`src/rtl/fc_port_state_rx.sv`:
```
// Fibre Channel port-state receive tracker.
// Each channel decodes incoming ordered sets, recognises primitive sequences
// after a run of identical ordered sets, and walks the port-state machine
// (AC / LR2 / LR3 / LF1 / LF2 / OL1 / OL2 / OL3). Loss of word sync for long
// enough forces link failure. An idle hold-off delays is_active after entry
// into AC. Channels share nothing but the clock and the reset.

package fc;

  // Port states. OL1 and OL3 are entered only by external means (not by
  // this receiver) but are still honoured when they appear in the register.
  typedef enum logic [2:0] {
    STATE_AC  = 3'd0,
    STATE_LR2 = 3'd1,
    STATE_LR3 = 3'd2,
    STATE_LF1 = 3'd3,
    STATE_LF2 = 3'd4,
    STATE_OL1 = 3'd5,
    STATE_OL2 = 3'd6,
    STATE_OL3 = 3'd7
  } state_t;

  typedef enum logic [2:0] {
    PRIM_NONE  = 3'd0,
    PRIM_IDLE  = 3'd1,
    PRIM_ARBFF = 3'd2,
    PRIM_OLS   = 3'd3,
    PRIM_NOS   = 3'd4,
    PRIM_LR    = 3'd5,
    PRIM_LRR   = 3'd6
  } prim_t;

  // Ordered-set encodings: K28.5 in the most significant byte followed by
  // three data characters, as delivered by the 8b/10b decoder.
  localparam logic [31:0] OS_IDLE  = 32'hBC95_B5B5;  // K28.5 D21.4 D21.5 D21.5
  localparam logic [31:0] OS_ARBFF = 32'hBC94_9F9F;  // K28.5 D20.4 D31.4 D31.4
  localparam logic [31:0] OS_OLS   = 32'hBC35_8A55;  // K28.5 D21.1 D10.4 D21.2
  localparam logic [31:0] OS_NOS   = 32'hBC55_BF45;  // K28.5 D21.2 D31.5 D5.2
  localparam logic [31:0] OS_LR    = 32'hBC49_BF49;  // K28.5 D9.2  D31.5 D9.2
  localparam logic [31:0] OS_LRR   = 32'hBC35_BF49;  // K28.5 D21.1 D31.5 D9.2

  function automatic prim_t map_primitive(input logic [31:0] word);
    prim_t p;
    case (word)
      OS_IDLE:  p = PRIM_IDLE;
      OS_ARBFF: p = PRIM_ARBFF;
      OS_OLS:   p = PRIM_OLS;
      OS_NOS:   p = PRIM_NOS;
      OS_LR:    p = PRIM_LR;
      OS_LRR:   p = PRIM_LRR;
      default:  p = PRIM_NONE;
    endcase
    return p;
  endfunction

  // Primitives that must repeat before they are acted upon.
  function automatic logic is_sequence(input prim_t p);
    return (p == PRIM_OLS) || (p == PRIM_NOS) || (p == PRIM_LR) || (p == PRIM_LRR);
  endfunction

endpackage

module fc_port_state_rx #(
  parameter int NUM_CH           = 1,
  parameter int SEQ_MATCH        = 3,
  parameter int IDLE_HOLD_OFF    = 6,
  parameter int SYNC_LOSS_CYCLES = 1024
) (
  input  logic                                 clk,
  input  logic                                 reset_n,
  input  logic [32*NUM_CH-1:0]                 data,
  input  logic [4*NUM_CH-1:0]                  datak,
  input  logic [NUM_CH-1:0]                    sync,
  output logic [NUM_CH*$bits(fc::state_t)-1:0] state,
  output logic [NUM_CH-1:0]                    is_active,
  output logic [NUM_CH-1:0]                    state_change
);

  localparam int SW     = $bits(fc::state_t);
  localparam int RUN_W  = $clog2(SEQ_MATCH + 1);
  localparam int LOSS_W = $clog2(SYNC_LOSS_CYCLES + 1);
  // A zero hold-off still needs a one-bit counter to keep the logic uniform.
  localparam int HOLD_W = (IDLE_HOLD_OFF == 0) ? 1 : $clog2(IDLE_HOLD_OFF + 1);

  localparam logic [RUN_W-1:0]  RUN_MAX  = RUN_W'(SEQ_MATCH);
  localparam logic [LOSS_W-1:0] LOSS_MAX = LOSS_W'(SYNC_LOSS_CYCLES);
  localparam logic [HOLD_W-1:0] HOLD_MAX = HOLD_W'(IDLE_HOLD_OFF);

  for (genvar ch = 0; ch < NUM_CH; ch++) begin : g_ch

    logic [31:0]       word;
    logic [3:0]        kflags;
    logic              sync_bit;
    logic              is_os;
    fc::prim_t         prim;

    fc::prim_t         run_prim_q, run_prim_d;
    logic [RUN_W-1:0]  run_cnt_q,  run_cnt_d;
    logic              seq_hit;

    logic [LOSS_W-1:0] loss_cnt_q, loss_cnt_d;
    logic              loss_trip;

    logic [HOLD_W-1:0] hold_cnt_q, hold_cnt_d;

    fc::state_t        state_q, state_d;
    logic              change_q;
    logic              active;

    assign word     = data[32*ch +: 32];
    assign kflags   = datak[4*ch +: 4];
    assign sync_bit = sync[ch];

    // Decode the current word into a primitive; only K-in-MSB words with sync count.
    always_comb begin
      // NOTE: every signal written in a combinational block gets a default
      // first, so no path leaves it unassigned and no latch is inferred.
      is_os = sync_bit && (kflags == 4'b1000);
      prim  = is_os ? fc::map_primitive(word) : fc::PRIM_NONE;
    end

    // Track runs of identical sequence primitives, saturating at SEQ_MATCH.
    always_comb begin
      run_prim_d = run_prim_q;
      run_cnt_d  = '0;
      if (fc::is_sequence(prim)) begin
        if ((prim == run_prim_q) && (run_cnt_q != '0)) begin
          run_cnt_d = (run_cnt_q == RUN_MAX) ? run_cnt_q : run_cnt_q + RUN_W'(1);
        end else begin
          run_cnt_d  = RUN_W'(1);
          run_prim_d = prim;
        end
      end
      seq_hit = (run_cnt_d == RUN_MAX);
    end

    // Count consecutive cycles without sync and flag the cycle the limit is hit.
    always_comb begin
      if (sync_bit) begin
        loss_cnt_d = '0;
      end else if (loss_cnt_q == LOSS_MAX) begin
        loss_cnt_d = loss_cnt_q;
      end else begin
        loss_cnt_d = loss_cnt_q + LOSS_W'(1);
      end
      loss_trip = !sync_bit && (loss_cnt_d == LOSS_MAX);
    end

    // Idle hold-off: reload outside AC, count down to zero while in AC.
    always_comb begin
      if (state_q != fc::STATE_AC) begin
        hold_cnt_d = HOLD_MAX;
      end else if (hold_cnt_q == '0) begin
        hold_cnt_d = hold_cnt_q;
      end else begin
        hold_cnt_d = hold_cnt_q - HOLD_W'(1);
      end
    end

    // Next-state logic: recognised primitives, then sync-loss override.
    always_comb begin
      state_d = state_q;
      if (seq_hit) begin
        unique case (prim)
          fc::PRIM_OLS: state_d = fc::STATE_OL2;
          fc::PRIM_NOS: state_d = fc::STATE_LF1;
          fc::PRIM_LR: begin
            if ((state_q == fc::STATE_OL3) || (state_q == fc::STATE_LF2)) state_d = fc::STATE_LF2;
            else                                                           state_d = fc::STATE_LR2;
          end
          fc::PRIM_LRR: begin
            unique case (state_q)
              fc::STATE_LF1, fc::STATE_LF2, fc::STATE_OL1: state_d = state_q;
              fc::STATE_OL3:                               state_d = fc::STATE_LF2;
              default:                                     state_d = fc::STATE_LR3;
            endcase
          end
          default: state_d = state_q;
        endcase
      end else if ((prim == fc::PRIM_IDLE) || (prim == fc::PRIM_ARBFF)) begin
        unique case (state_q)
          fc::STATE_LR2, fc::STATE_LR3: state_d = fc::STATE_AC;
          fc::STATE_OL3:                state_d = fc::STATE_OL2;
          default:                      state_d = state_q;
        endcase
      end
      if (loss_trip) begin
        state_d = fc::STATE_LF1;
      end
    end

    // State register with registered change pulse aligned to the new state.
    always_ff @(posedge clk) begin
      // NOTE: sequential state uses non-blocking assignments only, so every
      // register samples the pre-edge values regardless of statement order.
      if (!reset_n) begin
        state_q  <= fc::STATE_LF2;
        change_q <= 1'b0;
      end else begin
        state_q  <= state_d;
        change_q <= (state_d != state_q);
      end
    end

    // Run, sync-loss and hold-off counters; reset discards all progress.
    always_ff @(posedge clk) begin
      if (!reset_n) begin
        run_prim_q <= fc::PRIM_NONE;
        run_cnt_q  <= '0;
        loss_cnt_q <= '0;
        hold_cnt_q <= HOLD_MAX;
      end else begin
        run_prim_q <= run_prim_d;
        run_cnt_q  <= run_cnt_d;
        loss_cnt_q <= loss_cnt_d;
        hold_cnt_q <= hold_cnt_d;
      end
    end

    // Output decode: active once in AC and the hold-off has run out.
    always_comb begin
      active = (state_q == fc::STATE_AC) && (hold_cnt_q == '0);
    end

    assign state[SW*ch +: SW] = state_q;
    assign is_active[ch]      = active;
    assign state_change[ch]   = change_q;

  end

endmodule

```
`config.mk`:
```
export PLATFORM = sky130hd
export DESIGN_NAME = fc_port_state_rx
export DESIGN_NICKNAME = d
export VERILOG_FILES = /design/src/rtl/fc_port_state_rx.sv
export SDC_FILE = /design/constraint.sdc
export NUM_CORES = 1
export LEC_CHECK = 0
export CAP_MARGIN = 0
export CORE_ASPECT_RATIO = 0.5
export CORE_MARGIN = 2
export CORE_UTILIZATION = 47
export CTS_BUF_LIST = sky130_fd_sc_hd__clkbuf_4 sky130_fd_sc_hd__clkbuf_8
export DETAILED_ROUTE_END_ITERATION = 16
export PLACE_DENSITY = 0.89
export SLEW_MARGIN = 20
export SYNTH_ARGS = -nofsm -noshare
export SYNTH_HDL_FRONTEND = slang
export SYNTH_SLANG_ARGS = --single-unit
export TNS_END_PERCENT = 30
```
`constraint.sdc`:
```
create_clock -name clk -period 2.84 [get_ports clk]
set_input_delay 0.426 -clock clk [delete_from_list [all_inputs] [get_ports clk]]
set_output_delay 0.426 -clock clk [all_outputs]
set_load 0.05 [all_outputs]
```
; ---- After elaboration in Yosys (flattened, before gate mapping)
; Index checks and enable logic that the tools add are counted.
[op_classes]
n_addsub = 3
eq_ne = 25
mux = 14
n_bitwise = 2
reduce_logical = 18
[op_table]
columns = operator, count
row1 = "32-bit == test, second input constant", 6
row2 = "11-bit == test, second input constant", 2
row3 = 11-bit 2-to-1 mux, 2
row4 = "3-bit == test, second input constant", 6
row5 = 3-bit one-hot mux with 6 select lines, 1
row6 = 3-bit 2-to-1 mux, 5
row7 = "3-bit by 2-bit == test with 1-bit output, second input constant", 4
row8 = 3-bit one-hot mux with 2 select lines, 2
row9 = 3-bit one-hot mux with 4 select lines, 1
row10 = "11-bit by 1-bit adder with 11-bit output, second input constant", 1
row11 = "3-bit by 1-bit == test with 1-bit output, second input constant", 2
row12 = 3-bit zero test, 2
row13 = 2-bit 2-to-1 mux, 3
row14 = 1-bit logical OR, 5
row15 = "2-bit == test, second input constant", 2
row16 = "4-bit == test, second input constant", 1
row17 = 1-bit logical AND, 4
row18 = 2-bit OR reduction, 2
row19 = 3-bit == test, 1
row20 = 3-bit inequality test, 1
row21 = 3-bit nonzero test, 1
row22 = 3-bit OR reduction, 1
row23 = "3-bit by 1-bit subtractor with 3-bit output, second input constant", 1
row24 = "2-bit by 1-bit adder with 2-bit output, second input constant", 1
row25 = other kinds (4), 5
[word_totals]
ff_bits = 23
in_bits = 39
out_inout_bits = 5
word_cells = 68

; ---- Depth between registers and ports, before layout
[logic_depth]
depth_word = 12
mapped_depth = 11
depth_no_buf = 10

; ---- Least setup slack after synthesis
; No wires, ideal clock.
[synth_timing]
path_kind = in2reg
startpoint = input port data[24]
endpoint = register g_ch[0].state_q[1], in the netlist state[1]
setup_ns = 0.115
t_arrival_ns = 2.572
required_ns = 2.725
setup_slack_ns = 0.153
path_stages = 10
n_path_buf = 1
cell_sequence = and4bb_2 -> nand4b_4 -> or4_4 -> a21boi_4 -> xor2_1 -> nand2_1 -> or3_1 -> buf_2 -> mux2i_1 -> o21a_1
[synth_via]
elab_chain_len = 11
word_cells_on_any_way = 27
classes_between = 14 x eq/ne / 8 x mux / 5 x reduce/logical
[synth_lines]
columns = item, line
row1 = start: declaration, 71  ; input logic [32*NUM_CH-1:0] data,
row2 = 32-bit == test, 44  ; case (word)
row3 = 3-bit one-hot mux with 6 select lines *, 44
row4 = 3-bit 2-to-1 mux *, 119  ; prim = is_os ? fc::map_primitive(word) : fc::PRIM_NONE;
row5 = 3-bit by 2-bit == test with 1-bit output or 3-bit == test (tied branches), "58, 164"
row6 = 1-bit logical OR (3 in a row), 58  ; return (p == PRIM_OLS) || (p == PRIM_NOS) || (p == PRIM_LR) || (p == PRIM_LRR);
row7 = 2-bit 2-to-1 mux, 126  ; if (fc::is_sequence(prim)) begin
row8 = 2-bit == test, 134  ; seq_hit = (run_cnt_d == RUN_MAX);
row9 = 3-bit 2-to-1 mux *, 163  ; if (seq_hit) begin
row10 = 3-bit 2-to-1 mux *, 187  ; if (loss_trip) begin
row11 = end signal: assignment, 197  ; state_q <= fc::STATE_LF2;
row12 = end signal: assignment, 200  ; state_q <= state_d;
row13 = end: declaration, 106  ; fc::state_t state_q, state_d;
; Mark *: on every way between the ends. The rest lies on a longest branch, timed or not.
; A chain may end at the register's enable or synchronous reset.

; ---- Worst setup path in the final report
[layout_timing]
startpoint = input port data[15]
endpoint = register g_ch[0].change_q, in the netlist state_change
[layout_via]
elab_chain_len = 12
word_cells_on_any_way = 28
classes_between = 15 x eq/ne / 8 x mux / 5 x reduce/logical
[layout_lines]
columns = item, line
row1 = 32-bit == test, 44
row2 = 3-bit one-hot mux with 6 select lines *, 44
row3 = 3-bit 2-to-1 mux *, 119
row4 = 3-bit by 2-bit == test with 1-bit output or 3-bit == test (tied branches), "58, 164"
row5 = 1-bit logical OR (3 in a row), 58
row6 = 2-bit 2-to-1 mux, 126
row7 = 2-bit == test, 134
row8 = 3-bit 2-to-1 mux *, 163
row9 = 3-bit 2-to-1 mux *, 187
row10 = 3-bit inequality test *, 201  ; change_q <= (state_d != state_q);
row11 = end signal: assignment, 201
row12 = end: declaration, 107  ; logic change_q;
; Marked as above.

==> impl_metrics.tcl <==
set metrics [dict create \
    holdWs_ps 502 \
    synth-edff-count 0 \
    cts_max_level 1 \
    num_rows 16 \
    dp_hpwl_um 4270 \
    io_pins 44 \
    grt_use_met3 0.0479 \
    r2r_setup_slack_ps 190 \
    die_area_um2 4570 \
    cp.depth 12 \
    slew_violations 0 \
    syn_nets 290 \
    totalPowerFinal_uw 668 \
    slew_headroom 0.666 \
    final_util 0.756 \
    via_per_inst 6.18 \
    antenna_found_initial 0 \
    ys_ff_latch 23 \
    grt_max_degree 14 \
    pwr_density_cell_nw_per_um2 227 \
    synth.distinct_cells 61 \
    grt_use_met1 0.282 \
    r2r_start "g_ch[0].loss_cnt_q[1]$_SDFF_PN0_" \
    fin_crit_sh 1.00 \
    drt-pass1-iter-count 5 \
    grt_pass1_vias 2215 \
    worstMarginPinSlew_ps 500 \
    fin_area_um2 2940 \
    finalNonFillerCells 387 \
    p_sw_uw 161 \
    power_frac_seq 0.487 \
    top_usage_layer "met2" \
    path_cells "clkdlybuf4s50_1 > and3b_2 > nand4_1 > buf_4 > nor4_4 > buf_4 > nor2_1 > nor3_1 > nand3b_1 > nor3b_2 > o2bb2ai_1 > a22o_1" \
    cp.arrival_ps 3000 \
    cp_common_cell "buf_4" \
    yosysWarnings 0 \
    place_ws_ps -355 \
    finalSetupTns_ps 0 \
    diodes 0 \
    r2r_end "state_change$_SDFF_PN0_" \
    cts_tree "built" \
    fmax_mhz 352 \
    cap_violations 0 \
    synth.avg_cell_area_um2 7.63 \
    syn-cell-area_um2 1890 \
    p_leak_nw 1.40 \
    synth_adder_area_share 0.0319 \
    synthSimpleGateAreaFrac 0.415 \
    finalCriticalPeriod_ps 2840 \
    required_ps 3000 \
    nets 377 \
    cts-root-buf "clkbuf_8" \
    vdd_ir_drop_max_mv 0.184 \
    slowest_stage "clkdlybuf4s50_1" \
    synth_ff_type "dfxtp_1" \
    drive_gt1_frac 0.255 \
    start_util 0.486 \
    cp-end-kind "register" \
    setup.worst_path.start "data[15]" \
    switching_share 0.242 \
    first_iter_violations 224 \
    synth_compound_area_frac 0.184 \
    cp_num_buf_inv 3 \
    start_kind "input pin" \
    vias 2390 \
    crit_path_max_incr_delay_ps 500 \
    finalWorstSetupSlack_ps 0.195 \
    worst_setup_path_endpoint "state_change$_SDFF_PN0_" \
    ant_nets 0 \
    track_usage 0.243 \
    cts_hold_buf 0 \
    synth_top_family_by_area "simple AND/OR/NAND/NOR gates" \
    die_x_um 93.6 \
    grt_pass1_wl_um 9120 \
    wl_um 6530 \
    wl_per_cell_um 16.9 \
    coreArea_um2 3880 \
    gp_routability_congestion 0.924 \
    grt_overflow 0 \
    clock-skew-final_ps 6.29 \
    netlist_instances 247 \
    setup_violations 0 \
    cts_buffers 3 \
    dp_cells 380 \
    outcome "finished clean" \
    p_comb_frac 0.182 \
    clkSinkCount 23 \
    dieHeight_um 48.8 \
    intPower_uw 506 \
    clock_latency_ps 270 \
    postPlaceCellArea_um2 2680 \
    cp_top_family "simple AND/OR/NAND/NOR gates" \
    drc_errors 0 \
    clk_path_buf_depth 2 \
    synth-async-reset-ratio 0 \
    worstHoldPathType "register to register" \
    p_clk_frac 0.331 \
    timing_hold_violations_final 0 \
    hp-start "g_ch[0].run_cnt_q[0]$_SDFF_PN0_" \
    ff2ff_path_depth 10 \
    synth_xor_xnor_area_share 0.0557 \
    crit_path_max_fanout 5 \
    path_class "input pin to register" \
    clk_pin_slew_worst_paths_ps 90 \
    synth.yosys.seq_area_share 0.244 \
    grt.met2_usage 0.444 \
    syn_to_final_growth_pct 55.8 \
    synth_mux_area_frac 0.0319 \
    portBuffers 43 \
]
[worst reg2reg max path, delay by kind of cell, from the launching register on]
kind | cells | cell delay [ps]
AO/OA/AOI/OAI | 5 | 1120
AND/OR/NAND/NOR | 3 | 650
flip-flops | 1 | 370
adder cells (fa/ha/maj) | 1 | 260
multiplexers | 1 | 140
[cells in the mapped netlist, types with 3 or more instances]
| cell | number | area share |
|---|---|---|
| nand4_1 | 11 | 0.036 |
| and3_1 | 3 | 0.010 |
| clkbuf_1 | 6 | 0.012 |
| inv_1 | 10 | 0.020 |
| nand3_1 | 15 | 0.040 |
| and4b_1 | 3 | 0.016 |
| and2_1 | 3 | 0.010 |
| dfxtp_1 | 23 | 0.24 |
| nor3_1 | 9 | 0.024 |
| nor2_1 | 28 | 0.056 |
| nand2_1 | 23 | 0.046 |
| xor2_1 | 6 | 0.028 |
| nor4_1 | 6 | 0.020 |
| xnor2_1 | 6 | 0.028 |
| o21a_1 | 3 | 0.012 |
| ha_1 | 4 | 0.027 |
| a21oi_1 | 13 | 0.035 |
| or3_1 | 3 | 0.010 |
| nor2b_1 | 6 | 0.020 |
| mux2i_1 | 6 | 0.032 |
| o21ai_0 | 6 | 0.016 |
[power by group through the flow]
stage	logic [mW]	registers, mW	clock network (mW)
global route	0.128	0.325	0.231
finish	0.122	0.325	0.221
floorplan	0.0292	0.332	0
CTS	0.113	0.325	0.219
detailed placement	0.112	0.333	0
global placement	0.108	0.332	0
[layout make-up]
class	instances	area, um2
clock buffers	4	48.8
fillers	233	946
inverters	10	37.5
multi-input cells	206	1470
flip-flops and latches	23	460
well taps	54	67.6
repair buffers	90	852
[registers in the layout, summed over array words and instances, names as in the netlist]
register,flops
g_ch.hold_cnt_q,3
g_ch.loss_cnt_q,11
g_ch.run_cnt_q,2
g_ch.run_prim_q,3
state,3
state_change,1
[kinds of logic after synthesis]
| group | Yosys count |
|---|---|
| xor gates and xnor gates | 12 |
| AOI/OAI and AO/OA | 48 |
| and+or+nand+nor | 135 |
| muxes | 6 |
| buffers and inverters | 18 |
| DFF | 23 |
| adders and majority gates | 5 |
[worst min-delay path by stage]
| stage | cells after the start | to | slack [ps] |
|---|---|---|---|
| floorplan | 2 | g_ch[0].run_prim_q[2]$_SDFFE_PN0P_ | 450 |
| global placement | 2 | g_ch[0].run_cnt_q[1]$_SDFF_PN0_ | 460 |
| detailed placement | 2 | g_ch[0].run_prim_q[2]$_SDFFE_PN0P_ | 460 |
| CTS | 2 | g_ch[0].run_prim_q[2]$_SDFFE_PN0P_ | 470 |
| global route | 2 | g_ch[0].run_cnt_q[1]$_SDFF_PN0_ | 540 |
| finish | 2 | g_ch[0].run_cnt_q[1]$_SDFF_PN0_ | 500 |
[timing repair]
item | CTS | global route
pin swaps | 0 | 17
endpoints found under the hold margin | 0 | 0
setup buffers | 0 | 3
endpoints found under the setup margin | 4 | 5
resized for setup | 2 | 49
[routing by layer]
layer  vias to the layer above  wire length, um
met4                         0              314
met2                       157             3210
met3                        43              477
met1                      1101             2520
li1                       1089                -
met5                         -                0
[cells in the final DEF, fill, tap and decap left out, drive strengths merged, types with 9 or more instances in the layout]
master	synthesis	final
a21oi	14	14
buf	2	47
clkdlybuf4s50	0	17
dfxtp	23	23
dlymetal6s2s	0	26
inv	10	10
nand2	24	24
nand3	15	15
nand4	11	11
nor2	29	29
nor3	9	9
Note: power is estimated with default switching activity, not from simulation.
